[config.mk]
export PLATFORM = sky130hd
export DESIGN_NAME = stall_flush_ctrl
export DESIGN_NICKNAME = d
export VERILOG_FILES = /design/src/rtl/pipeline_pkg.sv /design/src/rtl/mdu_busy_tracker.sv /design/src/rtl/stall_flush_ctrl.sv
export SDC_FILE = /design/constraint.sdc
export NUM_CORES = 1
export LEC_CHECK = 0
export ABC_AREA = 1
export CAP_MARGIN = 10
export CORE_UTILIZATION = 40
export DETAILED_ROUTE_END_ITERATION = 12
export GPL_TIMING_DRIVEN = 0
export PLACE_DENSITY = 0.84
export SYNTH_ARGS = -nofsm -noshare
export SYNTH_HDL_FRONTEND = slang
export SYNTH_SLANG_ARGS = --single-unit
[constraint.sdc]
create_clock -name clk -period 1.8 [get_ports clk]
set_input_delay 0.18 -clock clk [delete_from_list [all_inputs] [get_ports clk]]
set_output_delay 0.18 -clock clk [all_outputs]
set_load 0.01 [all_outputs]
[src/rtl/pipeline_pkg.sv]
// Shared pipeline constants and the MDU occupancy state type; values only, no logic.
package pipeline_pkg;

    localparam int             REG_AW              = 5;
    localparam logic [4:0]     REG_ZERO            = 5'd0;
    localparam int             DEFAULT_MDU_LATENCY = 4;

    typedef enum logic {
        MDU_IDLE = 1'b0,
        MDU_BUSY = 1'b1
    } mdu_state_t;

endpackage

[src/rtl/mdu_busy_tracker.sv]
// Counts down the cycles an in-flight mult/div still occupies the MDU after leaving EX.
module mdu_busy_tracker
    import pipeline_pkg::*;
#(
    parameter int MDU_LATENCY = DEFAULT_MDU_LATENCY
) (
    input  logic clk,
    input  logic rst_n,
    input  logic mdu_startE,
    output logic mdu_busy
);

    localparam int CW = $clog2(MDU_LATENCY + 1);

    logic [CW-1:0] cnt;
    mdu_state_t    mduState;

    // A new start always reloads, even over an operation still counting down.
    always_ff @(posedge clk or negedge rst_n) begin
        if (!rst_n) begin
            cnt <= '0;
        end else if (mdu_startE) begin
            cnt <= CW'(MDU_LATENCY);
        end else if (cnt != '0) begin
            cnt <= cnt - 1'b1;
        end
    end

    assign mduState = (cnt != '0) ? MDU_BUSY : MDU_IDLE;
    assign mdu_busy = (mduState == MDU_BUSY);

endmodule

[src/rtl/stall_flush_ctrl.sv]
// Stall/flush generator for the 5-stage pipeline (load-use, D-stage branch, MDU busy).
// Optional perf counters stall_cycles/flush_count are enabled by defining STALL_PERF_EN.
module stall_flush_ctrl
    import pipeline_pkg::*;
#(
    parameter int MDU_LATENCY = DEFAULT_MDU_LATENCY,
    parameter int REG_AW      = pipeline_pkg::REG_AW
) (
    input  logic              clk,
    input  logic              rst_n,
    input  logic [REG_AW-1:0] rs_addrD,
    input  logic [REG_AW-1:0] rt_addrD,
    input  logic              uses_rsD,
    input  logic              uses_rtD,
    input  logic              branchD,
    input  logic              branch_takenD,
    input  logic              reg_writeE,
    input  logic              mem_to_regE,
    input  logic [REG_AW-1:0] write_reg_addrE,
    input  logic              mem_to_regM,
    input  logic [REG_AW-1:0] write_reg_addrM,
    input  logic              mdu_startE,
    input  logic              mdu_useD,
    output logic              stallF,
    output logic              stallD,
    output logic              flushD,
    output logic              flushE,
    output logic              mdu_busy
`ifdef STALL_PERF_EN
    ,
    output logic [31:0]       stall_cycles,
    output logic [15:0]       flush_count
`endif
);

    logic matchE;
    logic matchM;
    logic lwStall;
    logic brStall;
    logic mduStall;
    logic stall;
    logic flush;

    mdu_busy_tracker #(
        .MDU_LATENCY (MDU_LATENCY)
    ) uMduBusyTracker (
        .clk        (clk),
        .rst_n      (rst_n),
        .mdu_startE (mdu_startE),
        .mdu_busy   (mdu_busy)
    );

    // Writes to $0 are discarded by the register file, so they never create a dependency.
    always_comb begin
        matchE = ((uses_rsD && rs_addrD == write_reg_addrE) ||
                  (uses_rtD && rt_addrD == write_reg_addrE)) &&
                 (write_reg_addrE != REG_AW'(REG_ZERO));
        matchM = ((uses_rsD && rs_addrD == write_reg_addrM) ||
                  (uses_rtD && rt_addrD == write_reg_addrM)) &&
                 (write_reg_addrM != REG_AW'(REG_ZERO));
    end

    // Reset masks every output so the pipeline comes up free-running with no bubbles.
    always_comb begin
        lwStall  = mem_to_regE && matchE;
        brStall  = branchD && ((reg_writeE && matchE) || (mem_to_regM && matchM));
        mduStall = mdu_useD && mdu_busy;
        stall    = rst_n && (lwStall || brStall || mduStall);
        flush    = rst_n && branch_takenD && !stall;
    end

    assign stallF = stall;
    assign stallD = stall;
    assign flushE = stall;
    assign flushD = flush;

`ifdef STALL_PERF_EN
    // Free-running event counters; both wrap naturally at their width.
    always_ff @(posedge clk or negedge rst_n) begin
        if (!rst_n) begin
            stall_cycles <= '0;
            flush_count  <= '0;
        end else begin
            if (stall) begin
                stall_cycles <= stall_cycles + 32'd1;
            end
            if (flush) begin
                flush_count <= flush_count + 16'd1;
            end
        end
    end
`endif

endmodule

=== Yosys cells after proc, flatten, opt, wreduce, memory -nomap -nowiden ===
Cells that the tools add are included.

* Flip-flop bits (word level): 3
* Latch bits: 0
* Bits in writable memories: 0
* Memory bits (read-only): 0
* Input port bits: 31
* Output and inout bits: 5
* Logic and storage cells: 33
* Memories kept: 0

* Add/subtract/negate cells: 1
* $mul: 0
* Div/mod/pow operators: 0
* $lt $le $gt $ge: 0
* Equality and inequality tests: 4
* Shifts and indexed selects: 0
* Mux-type cells: 3
* Bitwise operators: 0
* Reduce and logical (&&, ||, !) cells: 24

{| class="wikitable"
|+ Operators by type and width
! cell !! count
|-
| 5-bit == test || 4
|-
| 1-bit logical AND || 14
|-
| 5-bit nonzero test || 2
|-
| 3-bit two-way mux || 2
|-
| 1-bit logical OR || 5
|-
| 3-bit nonzero test || 1
|-
| 3-bit by 1-bit subtractor with 3-bit output (second input constant) || 1
|-
| 2-bit nonzero test || 1
|-
| 1-bit logical NOT || 1
|-
| 1-bit two-way mux || 1
|}

=== Depth between registers and ports, before layout ===
* Word-level depth: 12
* Gate-level depth with buffers: 11
* Depth with buffers taken out: 10

=== Modules after synthesis ===
From an unflattened synthesis, not the netlist that was laid out.

* Cell total of the unflattened synthesis: 135
* Area, all modules: 638.1 µm²

{| class="wikitable"
|+ Modules (own cells, without submodules)
! module !! times used !! cells each !! area an instance (µm²) !! sequential area each (µm²)
|-
| stall_flush_ctrl || 1 || 113 || 464.2 || 0.0
|-
| mdu_busy_tracker || 1 || 22 || 173.9 || 75.1
|}

=== Worst setup path before layout ===
No wires, ideal clock.

* Kind: register to output
* Start: reg uMduBusyTracker.cnt[0]
* End: out stallD
* Arrival: 1.224 ns
* Data required time: 1.620 ns
* Slack: 0.396 ns
* Stages on the path, launching flop included: 9
* Buffers on the path: 1
* Cell sequence: dfrtp_1 inv_1 ha_1 nand2_1 nand2_1 nand3_2 nand2_1 inv_1 buf_4

* Word-level cells in the longest chain between the ends: 5

{| class="wikitable"
|+ RTL lines
! what !! RTL line !! source
|-
| start, declared || mdu_busy_tracker.sv:15 || <nowiki>logic [CW-1:0] cnt;</nowiki>
|-
| start signal, assigned || mdu_busy_tracker.sv:23 || <nowiki>cnt <= CW'(MDU_LATENCY);</nowiki>
|-
| start signal, assigned || mdu_busy_tracker.sv:25 || <nowiki>cnt <= cnt - 1'b1;</nowiki>
|-
| 3-bit nonzero test || mdu_busy_tracker.sv:29 || <nowiki>assign mduState = (cnt != '0) ? MDU_BUSY : MDU_IDLE;</nowiki>
|-
| 1-bit two-way mux || mdu_busy_tracker.sv:29 ||
|-
| named net mdu_busy || stall_flush_ctrl.sv:28 || <nowiki>output logic mdu_busy</nowiki>
|-
| 1-bit logical AND || stall_flush_ctrl.sv:67 || <nowiki>mduStall = mdu_useD && mdu_busy;</nowiki>
|-
| 1-bit logical OR || stall_flush_ctrl.sv:68 || <nowiki>stall = rst_n && (lwStall || brStall || mduStall);</nowiki>
|-
| 1-bit logical AND || stall_flush_ctrl.sv:68 ||
|-
| end, declared || stall_flush_ctrl.sv:25 || <nowiki>output logic stallD,</nowiki>
|}

The timed path passes the listed nets, and every way through them passes these cells.

=== Worst setup path in the final report ===
* Start: reg uMduBusyTracker.cnt[0]
* End: out mdu_busy

* Word-level cells in the longest chain between the ends: 2

{| class="wikitable"
|+ RTL lines
! what !! RTL line
|-
| 3-bit nonzero test || mdu_busy_tracker.sv:29
|-
| 1-bit two-way mux || mdu_busy_tracker.sv:29
|-
| end, declared || stall_flush_ctrl.sv:28
|}

Every way passes these cells.

==> impl_metrics.json <==
{
  "cts_max_level": 1,
  "crit_path_end_kind": "output pin",
  "ys_seq_area_share_pct": 12.1,
  "portBuffers": 35,
  "p_per_area_nw_per_um2": 562,
  "cts_hold_buf": 0,
  "fin_cells": 187,
  "critPathMaxStageDelay_ns": 0.55,
  "rsz0062_at_grt": "no",
  "crit_start": "uMduBusyTracker.cnt[0]",
  "rr_worst_depth": 6,
  "regMostFlops": "uMduBusyTracker.cnt",
  "arrival_ns": 1.48,
  "max_slew_margin_pct": 86.0,
  "drtPass1Iterations": 4,
  "skew_ns": 0.00128,
  "r2r-end": "uMduBusyTracker.cnt[0]",
  "antenna_found_initial": 0,
  "dieHeight_microns": 41.4,
  "final_util_pct": 73.4,
  "via_count": 858,
  "met3_usage_pct": 4.79,
  "rrSetupSlack_ns": 0.65,
  "most-common-layout-cells": "nand2_1, dlygate4sd2_1, nor2_1",
  "syn_to_final_growth_pct": 62.0,
  "grt_util_met2_pct": 40.6,
  "slew_viol_final": 0,
  "antenna_left": 0,
  "yosysUniqueCellTypes": 16,
  "synth_nets": 165,
  "ys_warn_count": 0,
  "root_buffer": "clkbuf_4",
  "die_area_sq_um": 1710,
  "grt_max_degree": 8,
  "grt_pass1_wl_mm": 2.50,
  "grt_usage_pct": 22.4,
  "crit_required_ns": 1.62,
  "cts.sinks": 3,
  "final_common_cell": "nand2_1",
  "vdd_drop_max_mv": 0.510,
  "gp_congestion": 0.858,
  "met1_usage_pct": 26.8,
  "critPathKind": "reg -> out",
  "status": "finished clean",
  "drive_gt1_share_pct": 14.0,
  "dp_hpwl_mm": 1.52,
  "hp-class": "in -> async",
  "finalHoldViolations": 0,
  "coreArea_sq_um": 1370,
  "leakagePower_uw": 0.000645,
  "drtIter0Drc": 31,
  "ios": 36,
  "grt.busiest_layer": "met2",
  "r2r-start": "uMduBusyTracker.cnt[0]",
  "rows": 13,
  "worst_path_max_delay_cell": "clkdlybuf4s50_1",
  "vias_per_cell": 4.59,
  "syn_area_per_cell_sq_um": 4.69,
  "top_regs": "uMduBusyTracker.cnt: 3 flops",
  "fin_crit_sh_pct": 92.4,
  "largest_register_ffs": 3,
  "wl_mm": 1.77,
  "initial_utilization_pct": 45.3,
  "grt_overflow": 0,
  "cts_tree": "done",
  "fin_nets": 206,
  "p_total_uw": 564,
  "worst_pin_slew_ns": 0.209,
  "dp_slack_ns": -0.421,
  "clk_pin_slew_ns": 0.04,
  "syn-cell-area_sq_um": 619,
  "cp_cell_sequence": "inv_2 > ha_1 > nand2_2 > clkdlybuf4s50_1",
  "drc": 0,
  "setup_slack_ns": 0.136,
  "synthCells": 132,
  "antennaDiodeCount": 0,
  "die_w_microns": 41.4,
  "cp_max_fo": 4,
  "fmax_ghz": 0.601,
  "grt_pass1_vias": 690,
  "synth_seq_cells": 3,
  "insertion_delay_ns": 0.23,
  "placed_cells": 182,
  "finalSetupViolations": 0,
  "wl_per_cell_microns": 9.48,
  "cap_violations": 0,
  "numCtsBuffers": 3,
  "cts_max_path_buffers": 2,
  "layout_min_cycle_time_ns": 1.66,
  "cp-start-kind": "register"
}
## timing repair
| action | CTS | global route |
|---|---|---|
| resized for setup | 33 | 7 |
| pin swaps | 4 | 4 |
| setup buffers | 0 | 1 |
| setup endpoints to repair | 4 | 3 |
## worst max-delay path, delay by kind of cell, from the launching register on
family	cells	cell delay, ns
adder cells (fa/ha/maj)	1	0.19
AND/OR/NAND/NOR	1	0.10
flip-flops	1	0.36
buffers and inverters	2	0.60
## per-stage QoR
stage	cell area (sq um)	TNS, ns	hold WS, ns
global placement	988	-1.47	0.401
global route	1000	0	0.178
floorplan	619	0	-0.116
detailed placement	988	-1.51	0.407
CTS	995	0	0.160
finish	1000	0	0.164
## how the worst max path moves through the flow
stage,endpoint,slack [ns],cells past startpoint
2_1_floorplan,stallD,0.40,8
3_3_place_gp,stallD,-0.41,13
3_5_place_dp,stallF,-0.42,13
4_1_cts,stallF,0.007,9
5_1_grt,flushE,0.009,10
6_report,mdu_busy,0.14,4
## metal layers
| layer | vias to the layer above | wire length (microns) | part of all wire (%) |
|---|---|---|---|
| met2 | 31 | 867 | 49 |
| li1 | 472 | - | - |
| met5 | - | 0 | 0 |
| met1 | 355 | 819 | 46 |
| met4 | 0 | 0 | 0 |
| met3 | 0 | 86 | 4.9 |
## cells by family after synthesis
logic type      synth area share [%]
flops                           12.1
compound gates                  6.46
fa+ha+maj                       4.04
xor+xnor                        1.41
simple gates                    57.8
buf+inv                         18.2
## synthesized netlist by cell type, drive strengths merged
| master | n | area, sq um |
|---|---|---|
| a211oi | 1 | 7.51 |
| buf | 2 | 15.0 |
| dfrtp | 3 | 75.1 |
| o21bai | 1 | 7.51 |
| a21oi | 3 | 15.0 |
| xnor2 | 1 | 8.76 |
| o21ai | 2 | 10.0 |
| inv | 26 | 97.6 |
| nand2 | 62 | 233 |
| nor3 | 1 | 5.00 |
| nor2 | 20 | 75.1 |
| ha | 2 | 25.0 |
| nand3 | 8 | 45.0 |
## report_power, final
group | switching, uW | internal (uW)
Clock | 32.8 | 82.9
Sequential | 19.2 | 96.1
Combinational | 167 | 166
Total | 219 | 345
## area by class of cell
class,count,area [sq um]
Fill cell,134,363
Tap cell,15,18.8
Inverter,26,97.6
Buffer,2,15.0
Clock buffer,4,26.3
Sequential cell,3,75.1
Multi-Input combinational cell,101,445
Timing Repair Buffer,36,325
Power figures use the tool's default switching activity.
